## src/rtl/layer_output_collector.sv

```systemverilog
// Deserialises SIZE consecutive accepted words into one packed frame and presents it to the
// downstream consumer under a valid/ready handshake. Words offered while the collector cannot
// take them are discarded and tallied in a saturating counter.
module layer_output_collector #(
    parameter int unsigned SIZE     = 3,
    parameter int unsigned BIT_SIZE = 16,
    parameter int unsigned DROP_W   = 8
) (
    input  logic                         clk,
    input  logic                         rst,
    input  logic                         clear,
    input  logic                         in_valid,
    output logic                         in_ready,
    input  logic [BIT_SIZE-1:0]          y,
    output logic                         out_valid,
    input  logic                         out_ready,
    output logic [SIZE*BIT_SIZE-1:0]     out_data,
    output logic [DROP_W-1:0]            drop_cnt
);

    localparam int unsigned IdxW = (SIZE > 1) ? $clog2(SIZE) : 1;

    typedef enum logic [0:0] {StCollect, StHold} state_e;

    state_e                      state_q, state_d;
    logic [IdxW-1:0]             idx_q, idx_d;
    logic [SIZE*BIT_SIZE-1:0]    data_q, data_d;
    logic [DROP_W-1:0]           drop_q, drop_d;

    // Handshake outputs derived straight from state; in_ready lets a word in during handoff.
    always_comb begin
        in_ready  = (state_q == StCollect) | ((state_q == StHold) & out_ready);
        out_valid = (state_q == StHold);
        out_data  = data_q;
        drop_cnt  = drop_q;
    end

    // Next-state: clear overrides everything, otherwise fill / hold / hand off and count drops.
    always_comb begin
        state_d = state_q;
        idx_d   = idx_q;
        data_d  = data_q;
        drop_d  = drop_q;

        if (clear) begin
            state_d = StCollect;
            idx_d   = '0;
            data_d  = '0;
            drop_d  = '0;
        end else begin
            if (in_valid && !in_ready && (drop_q != {DROP_W{1'b1}})) begin
                drop_d = drop_q + DROP_W'(1);
            end

            unique case (state_q)
                StCollect: begin
                    if (in_valid) begin
                        for (int k = 0; k < int'(SIZE); k++) begin
                            if (idx_q == IdxW'(k)) begin
                                data_d[k*BIT_SIZE +: BIT_SIZE] = y;
                            end
                        end
                        if (idx_q == IdxW'(SIZE - 1)) begin
                            idx_d   = '0;
                            state_d = StHold;
                        end else begin
                            idx_d = idx_q + IdxW'(1);
                        end
                    end
                end
                StHold: begin
                    if (out_ready) begin
                        state_d = StCollect;
                        // A word arriving on the handoff edge becomes word 0 of the next frame.
                        if (in_valid) begin
                            data_d[0 +: BIT_SIZE] = y;
                            idx_d                 = IdxW'(1);
                        end else begin
                            idx_d = '0;
                        end
                    end
                end
                default: state_d = StCollect;
            endcase
        end
    end

    // State register with asynchronous active-low reset.
    always_ff @(posedge clk or negedge rst) begin
        if (!rst) begin
            state_q <= StCollect;
            idx_q   <= '0;
            data_q  <= '0;
            drop_q  <= '0;
        end else begin
            state_q <= state_d;
            idx_q   <= idx_d;
            data_q  <= data_d;
            drop_q  <= drop_d;
        end
    end

endmodule

```

## config.mk

```make
export PLATFORM = sky130hd
export DESIGN_NAME = layer_output_collector
export DESIGN_NICKNAME = d
export VERILOG_FILES = /design/src/rtl/layer_output_collector.sv
export SDC_FILE = /design/constraint.sdc
export NUM_CORES = 1
export LEC_CHECK = 0
export ABC_AREA = 1
export BUFFER_PORTS_ARGS = -buffer_cell sky130_fd_sc_hd__buf_2
export CAP_MARGIN = 10
export CORE_MARGIN = 5
export CORE_UTILIZATION = 55
export DETAILED_ROUTE_END_ITERATION = 6
export PLACE_DENSITY = 0.88
export SYNTH_ARGS = -nofsm -noshare
export SYNTH_HDL_FRONTEND = slang
export SYNTH_SLANG_ARGS = --single-unit
export TNS_END_PERCENT = 50
```

## constraint.sdc

```tcl
create_clock -name clk -period 2.6 [get_ports clk]
set_input_delay 0.52 -clock clk [delete_from_list [all_inputs] [get_ports clk]]
set_output_delay 0.52 -clock clk [all_outputs]
set_load 0.005 [all_outputs]
```

==> reports/metrics.yaml, run 1 <==
global_routing:
  grt_max_degree: 60
  grt_use_total_pct: 23.1
  grt_pass1_vias: 2309
  antenna_found_initial: 0
  grt_overflow: 0
  grt_pass1_wl_microns: 11100
cells_and_area:
  nets: 394
  fin_area_sq_um: 3180
  num-fill-cells: 362
  drive_gt1_share_pct: 27.7
  final_common_cell: "buf_2"
  diodes: 0
  seq_area_sq_um: 1480
  layoutNonFillerInstCount: 430
  final_cell_mix: "buf_2, nand2_1, dfrtp_1"
  multi_input_area_sq_um: 927
  area_growth_pct: 22.5
setup_path:
  end_kind: "output pin"
  critPathMaxFanout: 7
  r2r_cells: 6
  cp-start-kind: "register"
  critPathKind: "reg -> out"
  crit_required_ns: 2.08
  r2r_setup_slack_ns: 1.02
  worstReg2RegStart: "out_valid$_DFF_PN0_"
  critPathArrivalTime_ns: 1.17
  timing.rr.end: "out_data[0]$_DFFE_PN0P_"
sta:
  rsz0062_at_grt: "false"
  period_minus_slack_ns: 1.69
  max_freq_ghz: 0.593
  finalClockSkew_ns: 0.00590
  worst_pin_slew_ns: 0.534
  final_max_slew_viol_count: 0
  setup_tns_ns: 0
  finalCritPeriodShare_pct: 64.9
  relSlewSlack_pct: 64.3
  final-setup-viol-count: 0
  hold_viol: 0
synth:
  synth_nets: 316
  synth-edff-count: 0
  synthCells: 294
  synth-async-reset-ratio_pct: 100
  synth_flop_cell: "dfrtp_1"
  synth_warnings: 0
  syn_area_sq_um: 2590
  synth-seq-cells: 59
  synth_cell_types: 20
  avgSynthCellArea_sq_um: 8.83
  synth-seq-area-share_pct: 56.9
route:
  drt_first_iter_violations: 128
  vias: 2345
  dr.pass1.iters: 5
  via_per_inst: 5.45
  drcViolationCount: 0
  ant_nets: 0
  wl_per_cell_microns: 15.1
  drt_wl_total_microns: 6480
clocking:
  cts_root_buf: "clkbuf_8"
  clkTransAtPathRegs_ns: 0.06
  h-tree-depth: 3
  ctsHoldBuffers: 0
  clock_path_buffers: 2
  cts_resized: 0
  cts_made_buffers: 9
  clock_sinks: 59
  clkLatencyLatePin_ns: 0.33
  cts_tree: "built"
  post_cts_buffers: 0
floorplan:
  die_area_sq_um: 6190
  rows: 25
  die-width_microns: 78.7
  die-height_microns: 78.7
  core_sq_um: 4660
  io-pin-count: 79
  initial_core_util_pct: 55.7
flow_run:
  maxCapViolCount: 0
power:
  p_leak_uw: 0.00181
  ir_drop_uv: 403
  p_per_area_nw_per_um2: 599
place:
  io_buffers: 78
  dp.final_hpwl_microns: 4590
  place_inst: 415
  post_dp_cell_area_sq_um: 3020
  gp_congestion: 0.893
run_status:
  status: "finished, final reports clean"
worst_hold_path:
  hold_class: "in -> async"
## cell type report
type / count / area share, %
clock inverters: 2 / 0.394
inverters: 31 / 3.66
clock buffers: 13 / 4.68
multi-input cells: 191 / 29.2
flip-flops and latches: 59 / 46.4
repair buffers: 80 / 13.5
well taps: 54 / 2.13
## state kept, by name, summed over array words and instances (netlist names)
name	flops
out_data	48
out_valid	1
idx_q	2
drop_cnt	8
## synth_stat cells, types with 2 or more instances
master	count	area share [%]
nand2_1	61	8.8
dfrtp_1	59	57
nand3_1	52	10
o21ai_0	35	6.8
inv_1	29	4.2
nand4_1	16	3.9
nor2_1	13	1.9
buf_2	6	1.2
nand2_2	5	1.2
buf_1	4	0.58
buf_6	2	0.87
inv_2	2	0.29
o21ai_1	2	0.39
o21ai_2	2	0.68
## cells by family (layout without fill, tap and decap cells)
logic type	count (synthesis)	count (layout)	synth area share, %
AOI/OAI and AO/OA	40	40	8.10
DFF	59	59	56.9
and+or+nand+nor	150	150	27.1
adders and majority gates	1	1	0.482
buffers and inverters	44	126	7.38
## through the flow
| stage | hold WS (ns) | power (uW) | setup WS (ns) | utilization (%) |
|---|---|---|---|---|
| detailed placement | 0.470 | 1220 | 0.672 | 64.8 |
| finish | 0.176 | 1910 | 0.913 | 68.2 |
| global route | 0.192 | 2000 | 0.783 | 68.2 |
| CTS | 0.188 | 1920 | 0.901 | 68.2 |
| floorplan | 0.224 | 1120 | 1.34 | - |
| global placement | 0.468 | 1220 | 0.752 | 64.8 |
## worst max-delay path: stages (launching register included)
cell and delay, ns:
dfrtp_1 0.51, nand2_2 0.17, buf_2 0.16
## how the worst max path moves through the flow
stage | startpoint | end | slack, ns | depth (start not counted)
finish | out_valid$_DFF_PN0_ | in_ready | 0.91 | 2
global route | clear | out_data[34]$_DFFE_PN0P_ | 0.78 | 4
CTS | out_valid$_DFF_PN0_ | in_ready | 0.90 | 2
detailed placement | clear | out_data[46]$_DFFE_PN0P_ | 0.67 | 4
global placement | clear | out_data[46]$_DFFE_PN0P_ | 0.75 | 4
floorplan | out_valid$_DFF_PN0_ | out_data[10]$_DFFE_PN0P_ | 1.34 | 7
## report_power, final
part | leakage, uW | switching (uW) | internal (uW)
clock | 0.0000795 | 332 | 366
sequential | 0.000807 | 28.1 | 963
combinational | 0.000926 | 139 | 77.9
## per-layer routing
layer	share of wire [%]	GRT usage (%)	up-vias
met3	6.6	6.12	10
met2	48	34.2	87
li1	-	-	1137
met5	0	0	-
met4	1.9	11.2	0
met1	43	31.7	1111
No activity file was read; power rests on OpenSTA's default activity.
==> run 2: changes to the inputs <==
--- a/config.mk
+++ b/config.mk
@@ -9,9 +9,9 @@
 export BUFFER_PORTS_ARGS = -buffer_cell sky130_fd_sc_hd__buf_2
 export CAP_MARGIN = 10
 export CORE_MARGIN = 5
-export CORE_UTILIZATION = 55
+export CORE_UTILIZATION = 46
 export DETAILED_ROUTE_END_ITERATION = 6
-export PLACE_DENSITY = 0.88
+export PLACE_DENSITY = 0.79
 export SYNTH_ARGS = -nofsm -noshare
 export SYNTH_HDL_FRONTEND = slang
 export SYNTH_SLANG_ARGS = --single-unit
==> constraint.sdc (replaced) <==
create_clock -name clk -period 1.4 [get_ports clk]
set_input_delay 0.28 -clock clk [delete_from_list [all_inputs] [get_ports clk]]
set_output_delay 0.28 -clock clk [all_outputs]
set_load 0.005 [all_outputs]
==> reports/metrics.yaml, run 2 (same netlist as run 1, synthesis figures left out) <==
run_status:
  status: "finished, final reports clean"  # unchanged
power:
  p_int_uw: 3050  # was 1410 uW
  comb_power_share_pct: 10.6  # was 11.4%
  seqPwrFrac_pct: 45.9  # was 52.0%
  ir_drop_uv: 818  # was 403 uV
  pwr-share-clk_pct: 43.4  # was 36.6%
  p_sw_uw: 960  # was 499 uW
  p_per_area_nw_per_um2: 1200  # was 599 nW/um^2
  p_leak_uw: 0.00189  # was 0.00181 uW
  p_total_uw: 4010  # was 1910 uW
  swShare_pct: 24.0  # was 26.2%
cells_and_area:
  largest_reg_flops: 48  # unchanged
  num-fill-cells: 481  # was 362
  seq_area_sq_um: 1480  # about the same
  diodes: 0  # unchanged
  area_growth_pct: 29.1  # was 22.5%
  multi_input_area_sq_um: 935  # was 927 sq um
  drive_gt1_share_pct: 30.7  # was 27.7%
  utilization_pct: 60.8  # was 68.2%
  final_common_cell: "buf_2"  # unchanged
  nets: 405  # was 394
  final_cell_mix: "buf_2, nand2_1, dfrtp_1"  # unchanged
sta:
  final_max_slew_viol_count: 0  # unchanged
  relSlewSlack_pct: 74.0  # was 64.3%
  final-setup-viol-count: 0  # unchanged
  finalHoldWorstSlack_ns: 0.216  # was 0.176 ns
  rsz0062_at_grt: "true"  # was false
  hold_viol: 0  # unchanged
  worst_pin_slew_ns: 0.388  # was 0.534 ns
  setup_tns_ns: 0  # unchanged
  finalClockSkew_ns: 0.00999  # was 0.00590 ns
  max_freq_ghz: 0.731
  period_minus_slack_ns: 1.37
  finalCritPeriodShare_pct: 97.7
setup_path:
  cp-start-kind: "register"  # unchanged
  critPathMaxFanout: 7  # unchanged
  crit_required_ns: 1.12  # was 2.08 ns
  end_kind: "output pin"  # unchanged
  critPathKind: "reg -> out"  # unchanged
  critPathArrivalTime_ns: 1.09  # was 1.17 ns
floorplan:
  die_area_sq_um: 7240  # was 6190 sq um
  die-width_microns: 85.1  # was 78.7 microns
  rows: 27  # was 25
  initial_core_util_pct: 47.1  # was 55.7%
  io-pin-count: 79  # unchanged
  core_sq_um: 5510  # was 4660 sq um
  die-height_microns: 85.1  # was 78.7 microns
place:
  gp_congestion: 0.855  # was 0.893
  io_buffers: 78  # unchanged
  dp.final_hpwl_microns: 4940  # was 4590 microns
global_routing:
  grt_pass1_vias: 2348  # was 2309
  grt_use_total_pct: 19.4  # was 23.1%
  grt_max_degree: 60  # unchanged
  antenna_found_initial: 0  # unchanged
  grt_overflow: 0  # unchanged
  grt_pass1_wl_microns: 11200  # was 11100 microns
flow_run:
  maxCapViolCount: 0  # unchanged
route:
  vias: 2425  # was 2345
  drcViolationCount: 0  # unchanged
  wl_per_cell_microns: 14.8  # was 15.1 microns
  dr.pass1.iters: 4  # was 5
  via_per_inst: 5.27  # was 5.45
  drt_first_iter_violations: 148  # was 128
  drt_wl_total_microns: 6820  # was 6480 microns
  ant_nets: 0  # unchanged
clocking:
  clock_path_buffers: 2  # unchanged
  clkLatencyLatePin_ns: 0.33  # about the same
  h-tree-depth: 3  # unchanged
  cts_tree: "built"  # unchanged
  cts_made_buffers: 9  # unchanged
  clock_sinks: 59  # unchanged
  clkTransAtPathRegs_ns: 0.07  # was 0.06 ns
  cts_root_buf: "clkbuf_8"  # unchanged
worst_hold_path:
  hold_class: "in -> reg"  # was in -> async
[run 2: final timing paths]
path                       depth (start not counted)                  endpoint                      from  slack, ns
hold / removal                                     3   out_data[3]$_DFFE_PN0P_                      y[3]       0.22
max in group asynchronous                          3   drop_cnt[1]$_DFFE_PN0P_                       rst       0.64
hold reg to reg                                    2  out_data[21]$_DFFE_PN0P_  out_data[21]$_DFFE_PN0P_       0.48
setup reg to reg                                   5  out_data[27]$_DFFE_PN0P_       out_valid$_DFF_PN0_       0.09
min in group asynchronous                          3   out_data[0]$_DFFE_PN0P_                       rst       0.49
setup / recovery                                   2                  in_ready       out_valid$_DFF_PN0_       0.03
[run 2: cell type report]
class / count / share of cell area (%)
inverter: 31 / 3.47
clock inverter: 4 / 2.17
tap: 72 / 2.69
multi-input combinational: 191 / 27.9
clock buffer: 12 / 4.63
sequential: 59 / 44.1
timing repair buffer: 91 / 15.0
[run 2: power by group through the flow]
stage                     Clock, uW  Sequential (uW)  Combinational [uW]
after CTS                      1770             1840                 431
after global placement            0             1870                 418
after floorplan                   0             1870                 202
final                          1740             1840                 426
after detailed placement          0             1870                 428
after global routing           1850             1850                 478
[run 2: stage by stage]
stage / instances / cell area [sq um] / worst slack (ns)
after CTS: 460 / 3340 / 0.0274
final: 460 / 3350 / 0.0324
after detailed placement: 443 / 3100 / 0.0408
after global placement: 443 / 3100 / 0.110
after global routing: 460 / 3350 / -0.0224
after floorplan: 294 / 2590 / 0.135
[run 2: layer usage]
metal	part of all wire [%]	track usage, %
met2	49	31.9
met4	2.5	10.8
met3	5.5	3.20
met1	43	24.1
met5	0	0
[run 2: repair_timing]
item,4_1_cts,5_1_grt
buffers inserted,0,0
gates resized for setup,1,2
hold buffers,1,0
hold endpoints to repair,59,0
endpoints found under the setup margin,1,7
pin swaps,0,0
[run 2: worst max-delay path: stages (launching register included)]
cell,delay (ns)
dfrtp_2,0.46
nand2_2,0.16
buf_2,0.14
